===== src/rtl/exc_ctrl_pkg.sv =====
// rtl/exc_ctrl_pkg.sv - shared exception codes, flag positions and priority selector
package exc_ctrl_pkg;

  typedef enum logic [3:0] {
    EXC_NONE = 4'd0,
    EXC_INT  = 4'd1,
    EXC_IF   = 4'd2,
    EXC_ADEL = 4'd3,
    EXC_RI   = 4'd4,
    EXC_OV   = 4'd5,
    EXC_BP   = 4'd6,
    EXC_SYS  = 4'd7,
    EXC_ADES = 4'd8,
    EXC_ERET = 4'd9
  } exc_type_e;

  typedef enum logic {
    ST_IDLE     = 1'b0,
    ST_REDIRECT = 1'b1
  } exc_state_e;

  localparam int FLAG_IF_ADEL = 0;
  localparam int FLAG_RI      = 1;
  localparam int FLAG_OV      = 2;
  localparam int FLAG_BP      = 3;
  localparam int FLAG_SYS     = 4;
  localparam int FLAG_ADEL    = 5;
  localparam int FLAG_ADES    = 6;
  localparam int FLAG_ERET    = 7;

  localparam logic [31:0] EXC_VECTOR_DEFAULT = 32'hBFC0_0380;
  localparam logic [4:0]  CP0_REG_COMPARE    = 5'd11;

  // SYS deliberately outranks BP even though BP has the lower flag bit.
  function automatic exc_type_e exc_select(input logic int_req, input logic [7:0] flags);
    if (int_req)                 return EXC_INT;
    else if (flags[FLAG_IF_ADEL]) return EXC_IF;
    else if (flags[FLAG_RI])      return EXC_RI;
    else if (flags[FLAG_OV])      return EXC_OV;
    else if (flags[FLAG_SYS])     return EXC_SYS;
    else if (flags[FLAG_BP])      return EXC_BP;
    else if (flags[FLAG_ADEL])    return EXC_ADEL;
    else if (flags[FLAG_ADES])    return EXC_ADES;
    else if (flags[FLAG_ERET])    return EXC_ERET;
    else                          return EXC_NONE;
  endfunction

endpackage


===== src/rtl/exc_ctrl_if.sv =====
// rtl/exc_ctrl_if.sv - CP0 commit outputs and IF redirect handshake
interface exc_ctrl_if;
  logic [3:0]  exc_type_o;
  logic        delayslot_o;
  logic [31:0] exc_pc_o;
  logic [31:0] badvaddr_o;
  logic [5:0]  hw_int_o;
  logic        flush_o;
  logic        redirect_valid_o;
  logic [31:0] redirect_pc_o;
  logic        redirect_ready_i;

  modport master (
    output exc_type_o, delayslot_o, exc_pc_o, badvaddr_o, hw_int_o,
    output flush_o, redirect_valid_o, redirect_pc_o,
    input  redirect_ready_i
  );

  modport slave (
    input  exc_type_o, delayslot_o, exc_pc_o, badvaddr_o, hw_int_o,
    input  flush_o, redirect_valid_o, redirect_pc_o,
    output redirect_ready_i
  );
endinterface


===== src/rtl/exc_int_sync.sv =====
// rtl/exc_int_sync.sv - external interrupt synchroniser and timer-interrupt latch
module exc_int_sync
  import exc_ctrl_pkg::*;
#(
  parameter int SYNC_STAGES = 2
) (
  input  logic        clk,
  input  logic        rst,
  input  logic [5:0]  int_i,
  input  logic [31:0] count_i,
  input  logic [31:0] compare_i,
  input  logic        cp0_write_en_i,
  input  logic [4:0]  cp0_write_addr_i,
  output logic [5:0]  sync_int,
  output logic        timer_int
);

  logic [5:0] stage_q [SYNC_STAGES];
  logic       timer_set;
  logic       timer_clr;

  assign timer_set = (compare_i != 32'd0) && (count_i == compare_i);
  assign timer_clr = cp0_write_en_i && (cp0_write_addr_i == CP0_REG_COMPARE);

  always_ff @(posedge clk) begin
    if (rst) begin
      for (int i = 0; i < SYNC_STAGES; i++) stage_q[i] <= '0;
      timer_int <= 1'b0;
    end else begin
      stage_q[0] <= int_i;
      for (int i = 1; i < SYNC_STAGES; i++) stage_q[i] <= stage_q[i-1];
      // A COMPARE write acknowledges the timer even if the match is still live.
      if (timer_clr)      timer_int <= 1'b0;
      else if (timer_set) timer_int <= 1'b1;
    end
  end

  assign sync_int = stage_q[SYNC_STAGES-1];

endmodule


===== src/rtl/exc_ctrl.sv =====
// rtl/exc_ctrl.sv - exception prioritiser, CP0 commit driver and IF redirect FSM
module exc_ctrl
  import exc_ctrl_pkg::*;
#(
  parameter logic [31:0] EXC_VECTOR  = EXC_VECTOR_DEFAULT,
  parameter int          SYNC_STAGES = 2
) (
  input  logic        clk,
  input  logic        rst,
  input  logic [5:0]  int_i,
  input  logic        mem_valid_i,
  input  logic        mem_stall_i,
  input  logic [7:0]  mem_exc_flags_i,
  input  logic [31:0] mem_pc_i,
  input  logic        mem_delayslot_i,
  input  logic [31:0] mem_data_addr_i,
  input  logic [31:0] status_i,
  input  logic [31:0] cause_i,
  input  logic [31:0] epc_i,
  input  logic [31:0] count_i,
  input  logic [31:0] compare_i,
  input  logic        cp0_write_en_i,
  input  logic [4:0]  cp0_write_addr_i,
  exc_ctrl_if.master  bus
);

  exc_state_e  state_q, state_d;
  logic [31:0] redirect_pc_q;
  logic [5:0]  sync_int;
  logic        timer_int;
  logic [5:0]  hw_int;
  logic        int_req;
  logic        commit;
  exc_type_e   sel_type;

  exc_type_e   exc_type;
  logic        delayslot;
  logic [31:0] exc_pc;
  logic [31:0] badvaddr;
  logic        flush;
  logic        redirect_valid;
  logic [31:0] redirect_pc;

  exc_int_sync #(.SYNC_STAGES(SYNC_STAGES)) u_int_sync (
    .clk              (clk),
    .rst              (rst),
    .int_i            (int_i),
    .count_i          (count_i),
    .compare_i        (compare_i),
    .cp0_write_en_i   (cp0_write_en_i),
    .cp0_write_addr_i (cp0_write_addr_i),
    .sync_int         (sync_int),
    .timer_int        (timer_int)
  );

  // Line 5 is owned by the timer, matching Cause.IP7.
  assign hw_int  = {timer_int, sync_int[4:0]};
  assign int_req = status_i[0] & ~status_i[1] & (|({hw_int, cause_i[9:8]} & status_i[15:8]));
  assign sel_type = exc_select(int_req, mem_exc_flags_i);
  assign commit  = (state_q == ST_IDLE) & mem_valid_i & ~mem_stall_i
                 & (int_req | (|mem_exc_flags_i));

  always_ff @(posedge clk) begin
    if (rst) begin
      state_q       <= ST_IDLE;
      redirect_pc_q <= '0;
    end else begin
      state_q <= state_d;
      if (commit) redirect_pc_q <= (sel_type == EXC_ERET) ? epc_i : EXC_VECTOR;
    end
  end

  always_comb begin
    state_d        = state_q;
    exc_type       = EXC_NONE;
    delayslot      = 1'b0;
    exc_pc         = '0;
    badvaddr       = '0;
    flush          = 1'b0;
    redirect_valid = 1'b0;
    redirect_pc    = '0;
    case (state_q)
      ST_IDLE: begin
        if (commit) begin
          state_d   = ST_REDIRECT;
          exc_type  = sel_type;
          delayslot = mem_delayslot_i;
          exc_pc    = mem_pc_i;
          flush     = 1'b1;
          if (sel_type == EXC_IF)
            badvaddr = mem_pc_i;
          else if (sel_type == EXC_ADEL || sel_type == EXC_ADES)
            badvaddr = mem_data_addr_i;
        end
      end
      ST_REDIRECT: begin
        flush          = 1'b1;
        redirect_valid = 1'b1;
        redirect_pc    = redirect_pc_q;
        if (bus.redirect_ready_i) state_d = ST_IDLE;
      end
      default: state_d = ST_IDLE;
    endcase
  end

  assign bus.exc_type_o       = exc_type;
  assign bus.delayslot_o      = delayslot;
  assign bus.exc_pc_o         = exc_pc;
  assign bus.badvaddr_o       = badvaddr;
  assign bus.hw_int_o         = hw_int;
  assign bus.flush_o          = flush;
  assign bus.redirect_valid_o = redirect_valid;
  assign bus.redirect_pc_o    = redirect_pc;

endmodule


===== src/flat_wrapper.sv =====
// flat-port wrapper written by rule: the top's interface ports become plain ports
module exc_ctrl_flat import exc_ctrl_pkg::*;
#(
  parameter logic [31:0] EXC_VECTOR  = EXC_VECTOR_DEFAULT,
  parameter int          SYNC_STAGES = 2
)
  (clk, rst, int_i, mem_valid_i, mem_stall_i, mem_exc_flags_i, mem_pc_i, mem_delayslot_i, mem_data_addr_i, status_i, cause_i, epc_i, count_i, compare_i, cp0_write_en_i, cp0_write_addr_i, bus_exc_type_o, bus_delayslot_o, bus_exc_pc_o, bus_badvaddr_o, bus_hw_int_o, bus_flush_o, bus_redirect_valid_o, bus_redirect_pc_o, bus_redirect_ready_i);
  exc_ctrl_if bus_i ();
  input  logic clk;
  input  logic rst;
  input  logic [5:0] int_i;
  input  logic mem_valid_i;
  input  logic mem_stall_i;
  input  logic [7:0] mem_exc_flags_i;
  input  logic [31:0] mem_pc_i;
  input  logic mem_delayslot_i;
  input  logic [31:0] mem_data_addr_i;
  input  logic [31:0] status_i;
  input  logic [31:0] cause_i;
  input  logic [31:0] epc_i;
  input  logic [31:0] count_i;
  input  logic [31:0] compare_i;
  input  logic cp0_write_en_i;
  input  logic [4:0] cp0_write_addr_i;
  output wire logic [$bits(bus_i.exc_type_o)-1:0] bus_exc_type_o;
  output wire logic [$bits(bus_i.delayslot_o)-1:0] bus_delayslot_o;
  output wire logic [$bits(bus_i.exc_pc_o)-1:0] bus_exc_pc_o;
  output wire logic [$bits(bus_i.badvaddr_o)-1:0] bus_badvaddr_o;
  output wire logic [$bits(bus_i.hw_int_o)-1:0] bus_hw_int_o;
  output wire logic [$bits(bus_i.flush_o)-1:0] bus_flush_o;
  output wire logic [$bits(bus_i.redirect_valid_o)-1:0] bus_redirect_valid_o;
  output wire logic [$bits(bus_i.redirect_pc_o)-1:0] bus_redirect_pc_o;
  input wire logic [$bits(bus_i.redirect_ready_i)-1:0] bus_redirect_ready_i;
  assign bus_exc_type_o = bus_i.exc_type_o;
  assign bus_delayslot_o = bus_i.delayslot_o;
  assign bus_exc_pc_o = bus_i.exc_pc_o;
  assign bus_badvaddr_o = bus_i.badvaddr_o;
  assign bus_hw_int_o = bus_i.hw_int_o;
  assign bus_flush_o = bus_i.flush_o;
  assign bus_redirect_valid_o = bus_i.redirect_valid_o;
  assign bus_redirect_pc_o = bus_i.redirect_pc_o;
  assign bus_i.redirect_ready_i = bus_redirect_ready_i;
  exc_ctrl #(.EXC_VECTOR(EXC_VECTOR), .SYNC_STAGES(SYNC_STAGES)) u_core (.clk(clk), .rst(rst), .int_i(int_i), .mem_valid_i(mem_valid_i), .mem_stall_i(mem_stall_i), .mem_exc_flags_i(mem_exc_flags_i), .mem_pc_i(mem_pc_i), .mem_delayslot_i(mem_delayslot_i), .mem_data_addr_i(mem_data_addr_i), .status_i(status_i), .cause_i(cause_i), .epc_i(epc_i), .count_i(count_i), .compare_i(compare_i), .cp0_write_en_i(cp0_write_en_i), .cp0_write_addr_i(cp0_write_addr_i), .bus(bus_i));
endmodule

===== config.mk =====
export PLATFORM = sky130hd
export DESIGN_NAME = exc_ctrl_flat
export DESIGN_NICKNAME = d
export VERILOG_FILES = /design/src/rtl/exc_ctrl_pkg.sv /design/src/rtl/exc_ctrl_if.sv /design/src/rtl/exc_int_sync.sv /design/src/rtl/exc_ctrl.sv /design/src/flat_wrapper.sv
export SDC_FILE = /design/constraint.sdc
export NUM_CORES = 1
export LEC_CHECK = 0
export ABC_CLOCK_PERIOD_IN_PS = 3200
export BUFFER_PORTS_ARGS = -buffer_cell sky130_fd_sc_hd__buf_2
export CORE_AREA = 5 5 137 139
export CTS_BUF_LIST = sky130_fd_sc_hd__clkbuf_2
export DETAILED_ROUTE_END_ITERATION = 16
export DIE_AREA = 0 0 142 144
export GPL_ROUTABILITY_DRIVEN = 0
export PLACE_DENSITY_LB_ADDON = 0.3
export SETUP_SLACK_MARGIN = 0.5
export SLEW_MARGIN = 20
export SYNTH_ARGS = -nofsm -noshare
export SYNTH_HDL_FRONTEND = slang
export SYNTH_HIERARCHICAL = 1
export SYNTH_SLANG_ARGS = --single-unit

===== constraint.sdc =====
create_clock -name clk -period 3.2 [get_ports clk]
set_clock_uncertainty 0.2 [all_clocks]
set_input_delay 0.32 -clock clk [delete_from_list [all_inputs] [get_ports clk]]
set_output_delay 0.32 -clock clk [all_outputs]
set_load 0.02 [all_outputs]

==> run metrics, run 1 <==
crit path DAT=2.13 ns; GRT overflow=0; Std-Cell Rows=49; placed cell areas=4750 µm²; PortBufs=approximately 300; DIE AREA=20400 µm²; P&R area growth vs syn=90.2%; Tightest Hold Check Type=in2reg; setup_tns=0 ns; r2r worst-path depth=5; antenna violations before repair=2; Leakage=2.63 nW; Critical Path End=bus_badvaddr_o[13]; worst skew pair latency=0.42 ns; Post-Syn Nets=601; first-pass GRT wire length=about 21 mm; Worst R2R Setup Slack=around 0.87 ns; Antenna Nets Post-Route=0; Syn. warnings=6; min cycle time layout=2.65 ns; Synth Cell Area=roughly 3000 µm²; Max Slew Vio Count=0; TritonRoute pass-1 iters=4; fin area=roughly 5700 µm²; DRT iter0 DRCs=145; Ports=between 300 and 400; CTS Buf Count=5; relative slew slack=a little over half; overall power=1.42 mW; Peak supply drop=around 0.14 mV; pwr/cell area=250 nW/µm²; Num Clock Sinks=44; GRT Total Usage=between 10% and 20%; Place WS=0.500 ns; Syn Area/Cell=about 8.5 µm²; reg2reg end=u_core/redirect_pc_q[1]$_SDFFE_PP0P_; status=completed; clock-pin slew on the worst setup and hold paths=0.26 ns; largest buffer count on any clock path=2; CTS tree=built; Via density=between 4 and 5; placed wire-length estimate=11.0 mm; final WL=15.1 mm; Fillers=1868; Final Hold Vio Count=0; largest net degree at the start of global routing=37; layout net count=about 940; final setup fails=0; die span in x=142 µm; Crit. End Element=output pin; chip height=144 µm; htree depth=2; critical path class=reg2out; Clock Tree Root=clkbuf_2; Cells after Synth=351; fraction of layout cells with a size suffix above 1=55.2%; actual slew at the worst max-slew pin=0.692 ns; worst setup margin=0.553 ns; Residual DRC=0; detailed-route wire length per cell=roughly 16 µm; vias in the first global route=3968; Setup crit start=u_core/u_int_sync/stage_q[0][7]$_SDFF_PP0_; core area=around 18000 µm²; Initial Utilization=17.0%; Reg-to-Reg Start=u_core/state_q$_SDFF_PP0_; max-cap violation count=0; CP Launch Type=flip-flop; fin util=32.3%; Crit Path Max Fanout=17; final worst path period share=82.7%; CP Data Required Time=approximately 2.7 ns; Vias=4057; Fmax=about 380 MHz; RSZ-0062 raised after global routing=true
## sequential cells by signal, indices dropped and copies added (netlist names)
| register | cells |
|---|---|
| u_core/redirect_pc_q | 32 |
| u_core/state_q | 1 |
| u_core/u_int_sync/stage_q | 10 |
| u_core/u_int_sync/timer_int | 1 |
## report_power, final
part           leakage, nW  switching (mW)  internal [mW]
logic                 2.23           0.261          0.258
clock network       0.0406           0.193          0.131
registers            0.362         0.00773          0.566
## area by class of cell
class / count / area (µm²) / area share (%)
multi-input combinational: 267 / 2140 / 37.7
clock buffer: 5 / 25.0 / 0.442
clock inverter: 3 / 42.5 / 0.752
timing repair buffer: 370 / 2270 / 40.2
antenna: 1 / 2.50 / 0.0442
tap: 229 / 287 / 5.06
inverter: 1 / 3.75 / 0.0663
sequential: 44 / 890 / 15.7
## routing by layer
metal | vias up | routed length, µm | GRT usage (%)
met2 | 177 | 7450 | 21.9
met3 | 10 | 1080 | 3.14
met5 | - | 13 | 0
li1 | 2007 | - | -
met1 | 1861 | 6490 | 16.6
met4 | 2 | 67 | 1.57
## worst min path at each step
stage	start	to	slack, ns	cells after the start
global route	rst	u_core/state_q$_SDFF_PP0_	0.04	3
floorplan	rst	u_core/state_q$_SDFF_PP0_	0.19	1
detailed placement	u_core/u_int_sync/stage_q[0][2]$_SDFF_PP0_	u_core/u_int_sync/stage_q[0][8]$_SDFF_PP0_	0.23	1
CTS	rst	u_core/state_q$_SDFF_PP0_	0.05	3
global placement	u_core/u_int_sync/stage_q[0][3]$_SDFF_PP0_	u_core/u_int_sync/stage_q[0][9]$_SDFF_PP0_	0.22	1
finish	rst	u_core/state_q$_SDFF_PP0_	0.09	3
## critical path, stage by stage (launching register included)
cell and delay, ns:
dfxtp_2 0.39, a22oi_2 0.08, buf_6 0.13, a41o_4 0.32
a31o_4 0.28, buf_12 0.17, nor3_1 0.16, buf_2 0.19
## stage by stage
| stage | instances | hold WS, ns |
|---|---|---|
| floorplan | 351 | 0.189 |
| global placement | 856 | 0.217 |
| detailed placement | 856 | 0.232 |
| CTS | 911 | 0.0472 |
| global route | 920 | 0.0425 |
| finish | 920 | 0.0866 |
## repair_timing
item | CTS | global route
setup endpoints to repair | 69 | 49
hold buffers | 40 | 0
pin swaps | 5 | 1
gates cloned | 1 | 2
setup buffers | 6 | 6
gates resized for setup | 34 | 39
endpoints found under the hold margin | 39 | 0
## layout by cell type, fill, tap and decap left out, drive strengths merged, types with 11 or more instances in the layout
master       count
a22o            20
dfxtp           44
xnor2           32
and2            65
buf            329
nor3            36
o221a           12
nand4           11
a32oi           32
nor4            15
nor2b           12
dlygate4sd3     40
No activity file was read; power rests on OpenSTA's default activity.
==> inputs of run 2 (changes only) <==
Settings changed: ABC_CLOCK_PERIOD_IN_PS 3200 to 2300, CORE_AREA 5 5 137 139 to 5 5 136 138, DIE_AREA 0 0 142 144 to 0 0 141 143.
Clock period 3.2 ns to 2.3 ns, I/O delays scaled along.
==> run 2 against run 1 <==
The run now ends with negative setup slack left; count of clock-buffer cells in the layout did not move; die area decreased by 1.4%; sequential share of layout area down 3.7 points; clock power up 47%; first-iteration DRC count shrank 9.0%; largest power group is now combinational cells.
==> run metrics, run 2 (same netlist as run 1, synthesis figures left out) <==
status=complete, but fails checks; failing checks=negative setup slack; layout net count=981; worst hold path stage count=3; Largest register FFs=32; pwr/cell area=between 300 and 400 nW/µm²; clock-pin slew on the worst setup and hold paths=0.27 ns; CTS tree=built; fraction of layout cells with a size suffix above 1=68.4%; CTS Buf Count=5; final setup fails=82; CP Launch Type=flip-flop; Peak supply drop=slightly below 0.3 mV; Tightest Hold Check Type=in2reg; fin util=43.5%; RSZ-0062 raised after global routing=true; DIE AREA=20200 µm²; Worst R2R Setup Slack=-0.14 ns; Cells after DPL=about 860; CP Data Required Time=around 1.9 ns; Leakage=3.20 nW; Ports=359; Initial Utilization=between 10% and 20%; Worst Hold Path EP=u_core/u_int_sync/timer_int$_SDFFE_PP0P_; Biggest register=u_core/redirect_pc_q; Residual DRC=0; worst setup margin=-0.305 ns; PortBufs=305; first-pass GRT wire length=24.9 mm; Reg-to-Reg Start=u_core/state_q$_SDFF_PP0_; Gate power share=44.2%; Fillers=1645; chip height=143 µm; top flop regs=u_core/redirect_pc_q: 32 flops, u_core/u_int_sync/stage_q: 10 flops; DRT iter0 DRCs=132; area of the multi-input gates=2630 µm²; largest buffer count on any clock path=2; Final Hold Vio Count=0; Crit. End Element=output pin; GRT overflow=0; Crit Path Max Fanout=8; core area=17100 µm²; Std-Cell Rows=48; clock power share=20.7%; commonest cells after routing, fill and taps aside=202 x buf_2, 114 x buf_6, 63 x and2_4, 46 x dlygate4sd3_1, 40 x dfxtp_1; Num Clock Sinks=44; max-cap violation count=0; htree depth=2; Fmax=between 300 and 400 MHz; Via density=roughly 4.7; min cycle time layout=2.61 ns; worst skew pair latency=0.42 ns; vias in the first global route=4639; overall power=~2.3 mW; largest net degree at the start of global routing=34; placed wire-length estimate=11.1 mm; final WL=17.3 mm; switching share of power=33.3%; TritonRoute pass-1 iters=4; setup_tns=-17.45 ns; GRT Total Usage=15.4%; r2r worst-path depth=6; Antenna Nets Post-Route=0; Finished Layout Cells=958; Vias=4468; P&R area growth vs syn=149%; Place WS=around 0.069 ns; actual slew at the worst max-slew pin=0.683 ns; Clock Tree Root=clkbuf_2; HP Start=cp0_write_addr_i[2]; storage element area=888 µm²; detailed-route wire length per cell=18.0 µm; final worst path period share=113%; Sequential Power Share=35.0%; antenna violations before repair=1; sw power=approximately 760 µW; relative slew slack=a little over half; commonest non-fill, non-tap cell in the layout=buf_2; die span in x=141 µm; Max Slew Vio Count=0; reg2reg end=u_core/redirect_pc_q[9]$_SDFFE_PP0P_; Int Pwr=between 1.5 and 2 mW; critical path class=reg2out; crit path DAT=2.18 ns
run 2: cell types whose count changed in the layout (fill, tap and decap cells not counted), moves of 3 or more:
cell           previous run  this run
nor3_4                    2        32
dlygate4sd3_1            40        46
buf_12                    4        10
buf_6                     6       114
nor3_1                   15         2
and2_1                   65         2
nor4_4                    0         3
buf_16                    0        10
and2_4                    0        63
buf_2                   278       202
nor3_2                   19         2
buf_4                    41        25
run 2: final cells by class:
type                       count  share of cell area [%]
clock inverter                 3                   0.624
inverter                       1                  0.0506
antenna                        1                  0.0337
multi-input combinational    267                    35.4
timing repair buffer         412                    47.7
clock buffer                   5                   0.337
tap                          225                    3.80
sequential                    44                    12.0
run 2: critical path, cell delays in order (launching register included):
cell and delay (ns):
dfxtp_4 0.41, or3b_4 0.39, buf_6 0.15, a31o_4 0.29
buf_12 0.19, nor3_4 0.17, buf_6 0.15
run 2: through the flow:
step	hold WS (ns)	cell area, µm²
2_1_floorplan	0.0833	3490
3_3_place_gp	0.218	5280
3_5_place_dp	0.229	5280
4_1_cts	0.00365	7140
5_1_grt	0.0170	7410
6_report	0.0264	7420
run 2: layer usage:
layer	up-vias	GRT usage (%)	wire, µm	share of wire (%)
met2	226	27.3	8900	51
li1	2111	-	-	-
met4	2	5.25	541	3.1
met1	2093	18.3	6360	37
met3	36	3.72	1470	8.5
met5	-	0	11	0.064
run 2: timing repair:
item / CTS / global route
gates resized for setup: 280 / 40
hold buffers: 46 / 0
endpoints found under the hold margin: 44 / 0
buffers inserted: 17 / 7
endpoints found under the setup margin: 134 / 136
pin swaps: 34 / 45
gates cloned: 15 / 3
run 2: power by group through the flow:
stage | Sequential [mW] | Clock (mW) | Combinational (mW)
final | 0.802 | 0.475 | 1.01
after global routing | 0.806 | 0.529 | 1.08
after CTS | 0.801 | 0.477 | 0.959
after detailed placement | 0.813 | 0 | 0.686
after global placement | 0.813 | 0 | 0.683
after floorplan | 0.811 | 0 | 0.373
run 2: worst max-delay path by stage:
stage / startpoint / endpoint / depth (start not counted)
3_3_place_gp: mem_stall_i / u_core/redirect_pc_q[22]$_SDFFE_PP0P_ / 5
5_1_grt: u_core/u_int_sync/stage_q[0][6]$_SDFF_PP0_ / bus_badvaddr_o[31] / 7
3_5_place_dp: mem_stall_i / u_core/redirect_pc_q[7]$_SDFFE_PP0P_ / 5
6_report: u_core/state_q$_SDFF_PP0_ / bus_badvaddr_o[23] / 6
2_1_floorplan: u_core/state_q$_SDFF_PP0_ / u_core/redirect_pc_q[24]$_SDFFE_PP0P_ / 6
4_1_cts: u_core/u_int_sync/timer_int$_SDFFE_PP0P_ / bus_badvaddr_o[23] / 8
